===== src/rtl/battle_board_if.sv =====
`default_nettype none
// ============================================================================
// Module      : battle_board_if
// Description : Placement/shot request-response and read-port bundle.
// Revision    : 1.0  initial release
// ============================================================================
interface battle_board_if #(
  parameter int BOARD_W    = 10,
  parameter int BOARD_H    = 10,
  parameter int SHIP_CELLS = 10
);
  localparam int XW = $clog2(BOARD_W);
  localparam int YW = $clog2(BOARD_H);
  localparam int CW = $clog2(SHIP_CELLS + 1);

  logic          new_game;
  logic          place_req;
  logic          place_player;
  logic [XW-1:0] place_x;
  logic [YW-1:0] place_y;
  logic          place_done;
  logic          place_ok;
  logic          shot_req;
  logic          shot_player;
  logic [XW-1:0] shot_x;
  logic [YW-1:0] shot_y;
  logic          shot_done;
  logic [1:0]    shot_result;
  logic [XW-1:0] rd_x;
  logic [YW-1:0] rd_y;
  logic [1:0]    rd_code_host;
  logic [1:0]    rd_code_guest;
  logic [1:0]    phase;
  logic          turn;
  logic [CW-1:0] count_host;
  logic [CW-1:0] count_guest;
  logic [CW-1:0] hits_host;
  logic [CW-1:0] hits_guest;
  logic          winner;

  modport master (
    output new_game, place_req, place_player, place_x, place_y,
    output shot_req, shot_player, shot_x, shot_y, rd_x, rd_y,
    input  place_done, place_ok, shot_done, shot_result,
    input  rd_code_host, rd_code_guest, phase, turn,
    input  count_host, count_guest, hits_host, hits_guest, winner
  );

  modport slave (
    input  new_game, place_req, place_player, place_x, place_y,
    input  shot_req, shot_player, shot_x, shot_y, rd_x, rd_y,
    output place_done, place_ok, shot_done, shot_result,
    output rd_code_host, rd_code_guest, phase, turn,
    output count_host, count_guest, hits_host, hits_guest, winner
  );
endinterface
`default_nettype wire


===== src/rtl/battle_board.sv =====
`default_nettype none
// ============================================================================
// Module      : battle_board
// Description : Two-player battleship board store: placement, shots, win.
// Revision    : 1.0  initial release
// ============================================================================
module battle_board #(
  parameter int BOARD_W    = 10,
  parameter int BOARD_H    = 10,
  parameter int SHIP_CELLS = 10
) (
  input  logic          clk,
  input  logic          rst,
  battle_board_if.slave bb
);
  localparam int XW = $clog2(BOARD_W);
  localparam int YW = $clog2(BOARD_H);
  localparam int CW = $clog2(SHIP_CELLS + 1);
  localparam int XP = XW + 1;
  localparam int YP = YW + 1;

  localparam logic [XP-1:0] c_W     = XP'(BOARD_W);
  localparam logic [YP-1:0] c_H     = YP'(BOARD_H);
  localparam logic [CW-1:0] c_SHIPS = CW'(SHIP_CELLS);
  localparam logic [CW-1:0] c_ONE   = CW'(1);

  localparam logic [1:0] c_EMPTY = 2'b00;
  localparam logic [1:0] c_SHIP  = 2'b01;
  localparam logic [1:0] c_MISS  = 2'b10;
  localparam logic [1:0] c_HIT   = 2'b11;

  typedef enum logic [1:0] {
    PH_PLACE  = 2'b00,
    PH_BATTLE = 2'b01,
    PH_OVER   = 2'b10
  } phase_e;

  // Index [0] is the host board, [1] the guest board.
  logic [1:0]    r_board [2][BOARD_H][BOARD_W];
  logic [CW-1:0] r_count [2];
  logic [CW-1:0] r_hits  [2];
  phase_e        r_phase;
  logic          r_turn;
  logic          r_winner;
  logic          r_place_done;
  logic          r_place_ok;
  logic          r_shot_done;
  logic [1:0]    r_shot_result;
  logic [1:0]    r_rd_host;
  logic [1:0]    r_rd_guest;

  logic          w_place_inr;
  logic [1:0]    w_place_cell;
  logic          w_place_acc;
  logic [CW-1:0] w_cnt_post_h;
  logic [CW-1:0] w_cnt_post_g;
  logic          w_both_full;
  logic          w_shot_inr;
  logic          w_tgt;
  logic [1:0]    w_shot_cell;
  logic          w_shot_acc;
  logic          w_shot_hit;
  logic [CW-1:0] w_hits_post;
  logic          w_shot_win;
  logic [1:0]    w_shot_res;
  logic          w_rd_inr;
  logic [1:0]    w_rd_host;
  logic [1:0]    w_rd_guest;

  assign w_place_inr  = ({1'b0, bb.place_x} < c_W) && ({1'b0, bb.place_y} < c_H);
  assign w_place_cell = r_board[bb.place_player][bb.place_y][bb.place_x];
  assign w_place_acc  = bb.place_req && (r_phase == PH_PLACE) && w_place_inr &&
                        (w_place_cell == c_EMPTY) &&
                        (r_count[bb.place_player] < c_SHIPS);

  // Post-write counts decide the PLACE -> BATTLE move on the same edge.
  assign w_cnt_post_h = r_count[0] + ((w_place_acc && !bb.place_player) ? c_ONE : '0);
  assign w_cnt_post_g = r_count[1] + ((w_place_acc &&  bb.place_player) ? c_ONE : '0);
  assign w_both_full  = (w_cnt_post_h == c_SHIPS) && (w_cnt_post_g == c_SHIPS);

  assign w_shot_inr  = ({1'b0, bb.shot_x} < c_W) && ({1'b0, bb.shot_y} < c_H);
  assign w_tgt       = ~bb.shot_player;
  assign w_shot_cell = r_board[w_tgt][bb.shot_y][bb.shot_x];
  assign w_shot_acc  = bb.shot_req && (r_phase == PH_BATTLE) &&
                       (bb.shot_player == r_turn) && w_shot_inr && !w_shot_cell[1];
  assign w_shot_hit  = (w_shot_cell == c_SHIP);
  assign w_hits_post = r_hits[bb.shot_player] + c_ONE;
  assign w_shot_win  = w_shot_hit && (w_hits_post == c_SHIPS);
  assign w_shot_res  = !w_shot_acc ? 2'b00 :
                       !w_shot_hit ? 2'b01 :
                       w_shot_win  ? 2'b11 : 2'b10;

  assign w_rd_inr   = ({1'b0, bb.rd_x} < c_W) && ({1'b0, bb.rd_y} < c_H);
  assign w_rd_host  = w_rd_inr ? r_board[0][bb.rd_y][bb.rd_x] : c_EMPTY;
  assign w_rd_guest = w_rd_inr ? r_board[1][bb.rd_y][bb.rd_x] : c_EMPTY;

  always_ff @(posedge clk or posedge rst) begin
    if (rst) begin
      for (int p = 0; p < 2; p++) begin
        for (int y = 0; y < BOARD_H; y++)
          for (int x = 0; x < BOARD_W; x++) r_board[p][y][x] <= c_EMPTY;
        r_count[p] <= '0;
        r_hits[p]  <= '0;
      end
      r_phase <= PH_PLACE;  r_turn <= 1'b0;  r_winner <= 1'b0;
      r_place_done <= 1'b0; r_place_ok <= 1'b0;
      r_shot_done  <= 1'b0; r_shot_result <= 2'b00;
      r_rd_host    <= 2'b00; r_rd_guest <= 2'b00;
    end else if (bb.new_game) begin
      for (int p = 0; p < 2; p++) begin
        for (int y = 0; y < BOARD_H; y++)
          for (int x = 0; x < BOARD_W; x++) r_board[p][y][x] <= c_EMPTY;
        r_count[p] <= '0;
        r_hits[p]  <= '0;
      end
      r_phase <= PH_PLACE;  r_turn <= 1'b0;  r_winner <= 1'b0;
      r_place_done <= 1'b0; r_place_ok <= 1'b0;
      r_shot_done  <= 1'b0; r_shot_result <= 2'b00;
      r_rd_host    <= 2'b00; r_rd_guest <= 2'b00;
    end else begin
      r_rd_host  <= w_rd_host;
      r_rd_guest <= w_rd_guest;

      r_place_done <= bb.place_req;
      if (bb.place_req) r_place_ok <= w_place_acc;
      if (w_place_acc) begin
        r_board[bb.place_player][bb.place_y][bb.place_x] <= c_SHIP;
        r_count[0] <= w_cnt_post_h;
        r_count[1] <= w_cnt_post_g;
        if (w_both_full) begin
          r_phase <= PH_BATTLE;
          r_turn  <= 1'b0;
        end
      end

      // A hit keeps the turn with the shooter; a miss passes it over.
      r_shot_done <= bb.shot_req;
      if (bb.shot_req) r_shot_result <= w_shot_res;
      if (w_shot_acc) begin
        r_board[w_tgt][bb.shot_y][bb.shot_x] <= w_shot_hit ? c_HIT : c_MISS;
        if (w_shot_hit) begin
          r_hits[bb.shot_player] <= w_hits_post;
          if (w_shot_win) begin
            r_phase  <= PH_OVER;
            r_winner <= bb.shot_player;
          end
        end else begin
          r_turn <= ~r_turn;
        end
      end
    end
  end

  assign bb.place_done    = r_place_done;
  assign bb.place_ok      = r_place_ok;
  assign bb.shot_done     = r_shot_done;
  assign bb.shot_result   = r_shot_result;
  assign bb.rd_code_host  = r_rd_host;
  assign bb.rd_code_guest = r_rd_guest;
  assign bb.phase         = r_phase;
  assign bb.turn          = r_turn;
  assign bb.count_host    = r_count[0];
  assign bb.count_guest   = r_count[1];
  assign bb.hits_host     = r_hits[0];
  assign bb.hits_guest    = r_hits[1];
  assign bb.winner        = r_winner;
endmodule
`default_nettype wire


===== src/flat_wrapper.sv =====
// flat-port wrapper written by rule: the top's interface ports become plain ports
module battle_board_flat 
#(
  parameter int BOARD_W    = 10,
  parameter int BOARD_H    = 10,
  parameter int SHIP_CELLS = 10
)
  (clk, rst, bb_new_game, bb_place_req, bb_place_player, bb_place_x, bb_place_y, bb_shot_req, bb_shot_player, bb_shot_x, bb_shot_y, bb_rd_x, bb_rd_y, bb_place_done, bb_place_ok, bb_shot_done, bb_shot_result, bb_rd_code_host, bb_rd_code_guest, bb_phase, bb_turn, bb_count_host, bb_count_guest, bb_hits_host, bb_hits_guest, bb_winner);
  battle_board_if #(.BOARD_W(BOARD_W), .BOARD_H(BOARD_H), .SHIP_CELLS(SHIP_CELLS)) bb_i ();
  input  logic clk;
  input  logic rst;
  input wire logic [$bits(bb_i.new_game)-1:0] bb_new_game;
  input wire logic [$bits(bb_i.place_req)-1:0] bb_place_req;
  input wire logic [$bits(bb_i.place_player)-1:0] bb_place_player;
  input wire logic [$bits(bb_i.place_x)-1:0] bb_place_x;
  input wire logic [$bits(bb_i.place_y)-1:0] bb_place_y;
  input wire logic [$bits(bb_i.shot_req)-1:0] bb_shot_req;
  input wire logic [$bits(bb_i.shot_player)-1:0] bb_shot_player;
  input wire logic [$bits(bb_i.shot_x)-1:0] bb_shot_x;
  input wire logic [$bits(bb_i.shot_y)-1:0] bb_shot_y;
  input wire logic [$bits(bb_i.rd_x)-1:0] bb_rd_x;
  input wire logic [$bits(bb_i.rd_y)-1:0] bb_rd_y;
  output wire logic [$bits(bb_i.place_done)-1:0] bb_place_done;
  output wire logic [$bits(bb_i.place_ok)-1:0] bb_place_ok;
  output wire logic [$bits(bb_i.shot_done)-1:0] bb_shot_done;
  output wire logic [$bits(bb_i.shot_result)-1:0] bb_shot_result;
  output wire logic [$bits(bb_i.rd_code_host)-1:0] bb_rd_code_host;
  output wire logic [$bits(bb_i.rd_code_guest)-1:0] bb_rd_code_guest;
  output wire logic [$bits(bb_i.phase)-1:0] bb_phase;
  output wire logic [$bits(bb_i.turn)-1:0] bb_turn;
  output wire logic [$bits(bb_i.count_host)-1:0] bb_count_host;
  output wire logic [$bits(bb_i.count_guest)-1:0] bb_count_guest;
  output wire logic [$bits(bb_i.hits_host)-1:0] bb_hits_host;
  output wire logic [$bits(bb_i.hits_guest)-1:0] bb_hits_guest;
  output wire logic [$bits(bb_i.winner)-1:0] bb_winner;
  assign bb_i.new_game = bb_new_game;
  assign bb_i.place_req = bb_place_req;
  assign bb_i.place_player = bb_place_player;
  assign bb_i.place_x = bb_place_x;
  assign bb_i.place_y = bb_place_y;
  assign bb_i.shot_req = bb_shot_req;
  assign bb_i.shot_player = bb_shot_player;
  assign bb_i.shot_x = bb_shot_x;
  assign bb_i.shot_y = bb_shot_y;
  assign bb_i.rd_x = bb_rd_x;
  assign bb_i.rd_y = bb_rd_y;
  assign bb_place_done = bb_i.place_done;
  assign bb_place_ok = bb_i.place_ok;
  assign bb_shot_done = bb_i.shot_done;
  assign bb_shot_result = bb_i.shot_result;
  assign bb_rd_code_host = bb_i.rd_code_host;
  assign bb_rd_code_guest = bb_i.rd_code_guest;
  assign bb_phase = bb_i.phase;
  assign bb_turn = bb_i.turn;
  assign bb_count_host = bb_i.count_host;
  assign bb_count_guest = bb_i.count_guest;
  assign bb_hits_host = bb_i.hits_host;
  assign bb_hits_guest = bb_i.hits_guest;
  assign bb_winner = bb_i.winner;
  battle_board #(.BOARD_W(BOARD_W), .BOARD_H(BOARD_H), .SHIP_CELLS(SHIP_CELLS)) u_core (.clk(clk), .rst(rst), .bb(bb_i));
endmodule

===== config.mk =====
export PLATFORM = sky130hd
export DESIGN_NAME = battle_board_flat
export DESIGN_NICKNAME = d
export VERILOG_FILES = /design/src/rtl/battle_board_if.sv /design/src/rtl/battle_board.sv /design/src/flat_wrapper.sv
export SDC_FILE = /design/constraint.sdc
export NUM_CORES = 2
export LEC_CHECK = 0
export ABC_AREA = 1
export BUFFER_PORTS_ARGS = -buffer_cell sky130_fd_sc_hd__buf_2
export CAP_MARGIN = 20
export CORE_MARGIN = 1.5
export CORE_UTILIZATION = 40
export CTS_CLUSTER_DIAMETER = 30
export DETAILED_ROUTE_END_ITERATION = 12
export PLACE_DENSITY = 0.55
export SLEW_MARGIN = 20
export SYNTH_ARGS = -nofsm -noshare
export SYNTH_HDL_FRONTEND = slang
export SYNTH_SLANG_ARGS = --single-unit
export TNS_END_PERCENT = 10

===== constraint.sdc =====
create_clock -name clk -period 36.9 [get_ports clk]
set_input_delay 3.69 -clock clk [delete_from_list [all_inputs] [get_ports clk]]
set_output_delay 3.69 -clock clk [all_outputs]
set_load 0.05 [all_outputs]

==> flow_summary.toml <==
[timing]
min_period_ns = 9.33
setup_viol = 0
fin_worst_skew_ns = 0.0309
slew_viol_final = 0
tightest_slew_ns = 1.16
fin_ws_ns = 27.57
hold_viol_final = 0
max_freq_ghz = 0.107
slew_headroom = 0.227
setup_tns_ns = 0
timing.final.crit_share = 0.253
rsz0062_at_grt = "false"

[logic_synthesis]
synthTopCellsByCount = "nand2_1 (1,172), a21oi_1 (604), dfrtp_1 (429), inv_1 (403), nand3_1 (392)"
synth_top_area_cell = "dfrtp_1"
ys_seq_elements = 429
synth_area_per_cell_um2 = 6.57
ys_seq_area_frac = 0.378
synth-edff-count = 0
synth_area_um2 = 28400
yosysTopAreaCellShare = 0.378
synthCells = 4318
synth_fp_nets = 4355
async_flop_share = 1.00
synth_cell_types = 37
ys_warn_count = 0
synth.most_common_cell = "nand2_1"
synth-main-ff-cell = "dfrtp_1"
synth_area_leaders = "dfrtp_1 (38%), nand2_1 (16%), a21oi_1 (11%)"

[drt]
finalWirelength_mm = 124
firstDrtPassIters = 6
top_layer = "met5"
drt_iter0_drc = 4197
vias_per_cell = 5.89
wl_met3_mm = 12.5
drc = 0
met1Wirelength_mm = 51.1
vias = 31200
post_drt_wl_per_cell_um = 23.4
routed-wl-met2_mm = 54.3
drtAntennaViolNets = 0

[critical_path]
crit_family = "simple AND/OR/NAND/NOR gates"
path_cells = "buf_8 > buf_4 > buf_4 > nand2_1 > o211ai_1 > nand2_1 > o21ai_0 > nor2b_1 > nand3_1 > nand2_1 > nand3_1 > nand2_1 > nand3_4 > nor2_4 > ha_1 > ha_1 > inv_1 > nor4_1 > nand3_1 > nor3_1 > nand4_1 > nand3_1 > a21oi_1"
path_buf_inv = 4
cp_max_fo = 79
slowest_stage = "nor2_4"
critPathMaxStageDelay_ns = 0.82
reg2reg_slack_ns = 32.10
endpoint_kind = "flip-flop"
arrival_ns = 9.91
crit_path_start_kind = "input port"
critPathRequiredTime_ns = 37.47
critical_path_class = "input port to flip-flop"

[grt]
grt_util_all_layers = 0.338
grt_pass1_vias = 29700
grt.overflow.total = 0
grt_max_degree = 231
antenna_found_initial = 3
grt_pass1_wl_mm = 187

[clocking]
path_clk_slew_ns = 0.04
cts_setup_buffers = 0
htreeDepth = 4
ctsHoldBuffers = 0
ctsResizeCount = 0
cts_made_buffers = 134
cts_max_path_buffers = 3
cts_tree = "done"
cts.sinks = 429
clkLatencyLatePin_ns = 0.72
root_buffer = "clkbuf_16"

[layout]
nets = 4297
seqCellArea_um2 = 10700
antenna_cells = 0
multi_input_area_um2 = 14700
drive_gt1_frac = 0.0834
fill_cells = 7346
area_delta_synth_final_pct = 18.7

[place]
gp_congestion = 0.894
port_buffers = 59
hpwl_mm = 71.1
place_ws_ns = 27.21

[die]
core_um2 = 70100
fp-row-count = 97
initial_core_util = 0.404
die_h_um = 269
die_w_um = 269
floorplan.die_area_um2 = 72500
ioPinCount = 60

[min_path]
min_path_type = "flip-flop to flip-flop"

[flow_run]
max-cap-violations = 0

[power]
power_density_nw_per_um2 = 53.8
p_leak_nw = 15.0
peakVddDrop_mv = 0.0369

[outcome]
status = "finished clean"
[layer usage]
layer  global-route usage  up-vias
li1                     -    14200
met1                0.458    15000
met2                0.512     1685
met3               0.0706      358
met4                0.164        2
met5                    0        -
[kinds of logic (layout without fill, tap and decap cells)]
kind of cell | Yosys count | count (layout) | synth area share
adder cells (fa/ha/maj) | 6 | 6 | 0.00265
multiplexers | 1 | 1 | 0.000353
flip-flops | 429 | 429 | 0.378
buffers and inverters | 722 | 770 | 0.104
XOR/XNOR | 7 | 7 | 0.00216
AND/OR/NAND/NOR | 2005 | 2005 | 0.291
AO/OA/AOI/OAI | 1148 | 1148 | 0.222
[layout by cell type (no fill, tap or decap), types with 2 or more instances in the layout]
cell type / instances
o211ai_1: 204
clkbuf_8: 31
nand4_1: 47
bufinv_16: 12
o21ai_0: 287
nor2_4: 11
buf_16: 2
nand3_1: 392
a21boi_1: 2
a21oi_1: 604
o21ai_1: 31
inv_6: 3
inv_1: 399
inv_16: 4
clkinv_2: 23
o22ai_1: 14
o31ai_1: 5
nor2_2: 6
nand2_2: 2
clkinv_1: 5
clkinv_8: 5
dfrtp_1: 429
nand2_1: 1172
ha_1: 6
nor2_1: 356
clkbuf_16: 137
inv_2: 5
buf_8: 2
xor2_1: 6
clkinvlp_4: 3
nor3_1: 10
clkbuf_1: 25
inv_4: 2
buf_4: 54
buf_2: 54
[stage by stage]
step,util,std cells,total power [mW],cell area [um2],hold WS (ns)
floorplan,-,4318,0.581,28400,0.495
global placement,0.413,5062,0.640,29000,0.481
detailed placement,0.413,5063,0.641,29000,0.483
CTS,0.479,5305,1.81,33600,0.492
global route,0.480,5306,1.86,33700,0.520
finish,0.480,5306,1.81,33700,0.489
[final cells by class]
type                       count  area share
multi-input combinational   3167       0.438
sequential                   429       0.319
clock buffer                 192       0.117
inverter                     413      0.0466
tap                          940      0.0349
timing repair buffer         115      0.0239
clock inverter                50      0.0210
[power by group]
group          switching, mW  internal, mW
sequential          0.000375         0.473
combinational          0.131        0.0351
clock                  0.352         0.820
total                  0.483          1.33
[path summary, 6_finish.rpt]
check	from	to	cells after the start
min	u_core.bb.hits_host[0]	u_core.bb.hits_host[0]	2
max reg2reg	u_core.r_board[85]	u_core.bb.turn	21
max in group asynchronous	rst	u_core.r_board[397]	4
min reg2reg	u_core.bb.hits_host[0]	u_core.bb.hits_host[0]	2
max	bb_place_player	u_core.bb.turn	23
min in group asynchronous	rst	u_core.r_board[306]	2
[flip-flops by register name (all words and copies together) (netlist names)]
signal	flops
u_core.bb.shot_done	1
u_core.bb.phase	2
u_core.bb.shot_result	2
u_core.bb.place_ok	1
u_core.bb.place_done	1
u_core.bb.turn	1
u_core.bb.rd_code_guest	2
u_core.bb.winner	1
u_core.bb.count_host	4
u_core.bb.count_guest	4
u_core.bb.hits_host	4
u_core.r_board	400
u_core.bb.hits_guest	4
u_core.bb.rd_code_host	2
[tightest hold or removal path: stages (launching register included)]
cell and delay [ns]:
dfrtp_1 0.35, nand2_1 0.06, nand2_1 0.05
Note: power is estimated with default switching activity, not from simulation.
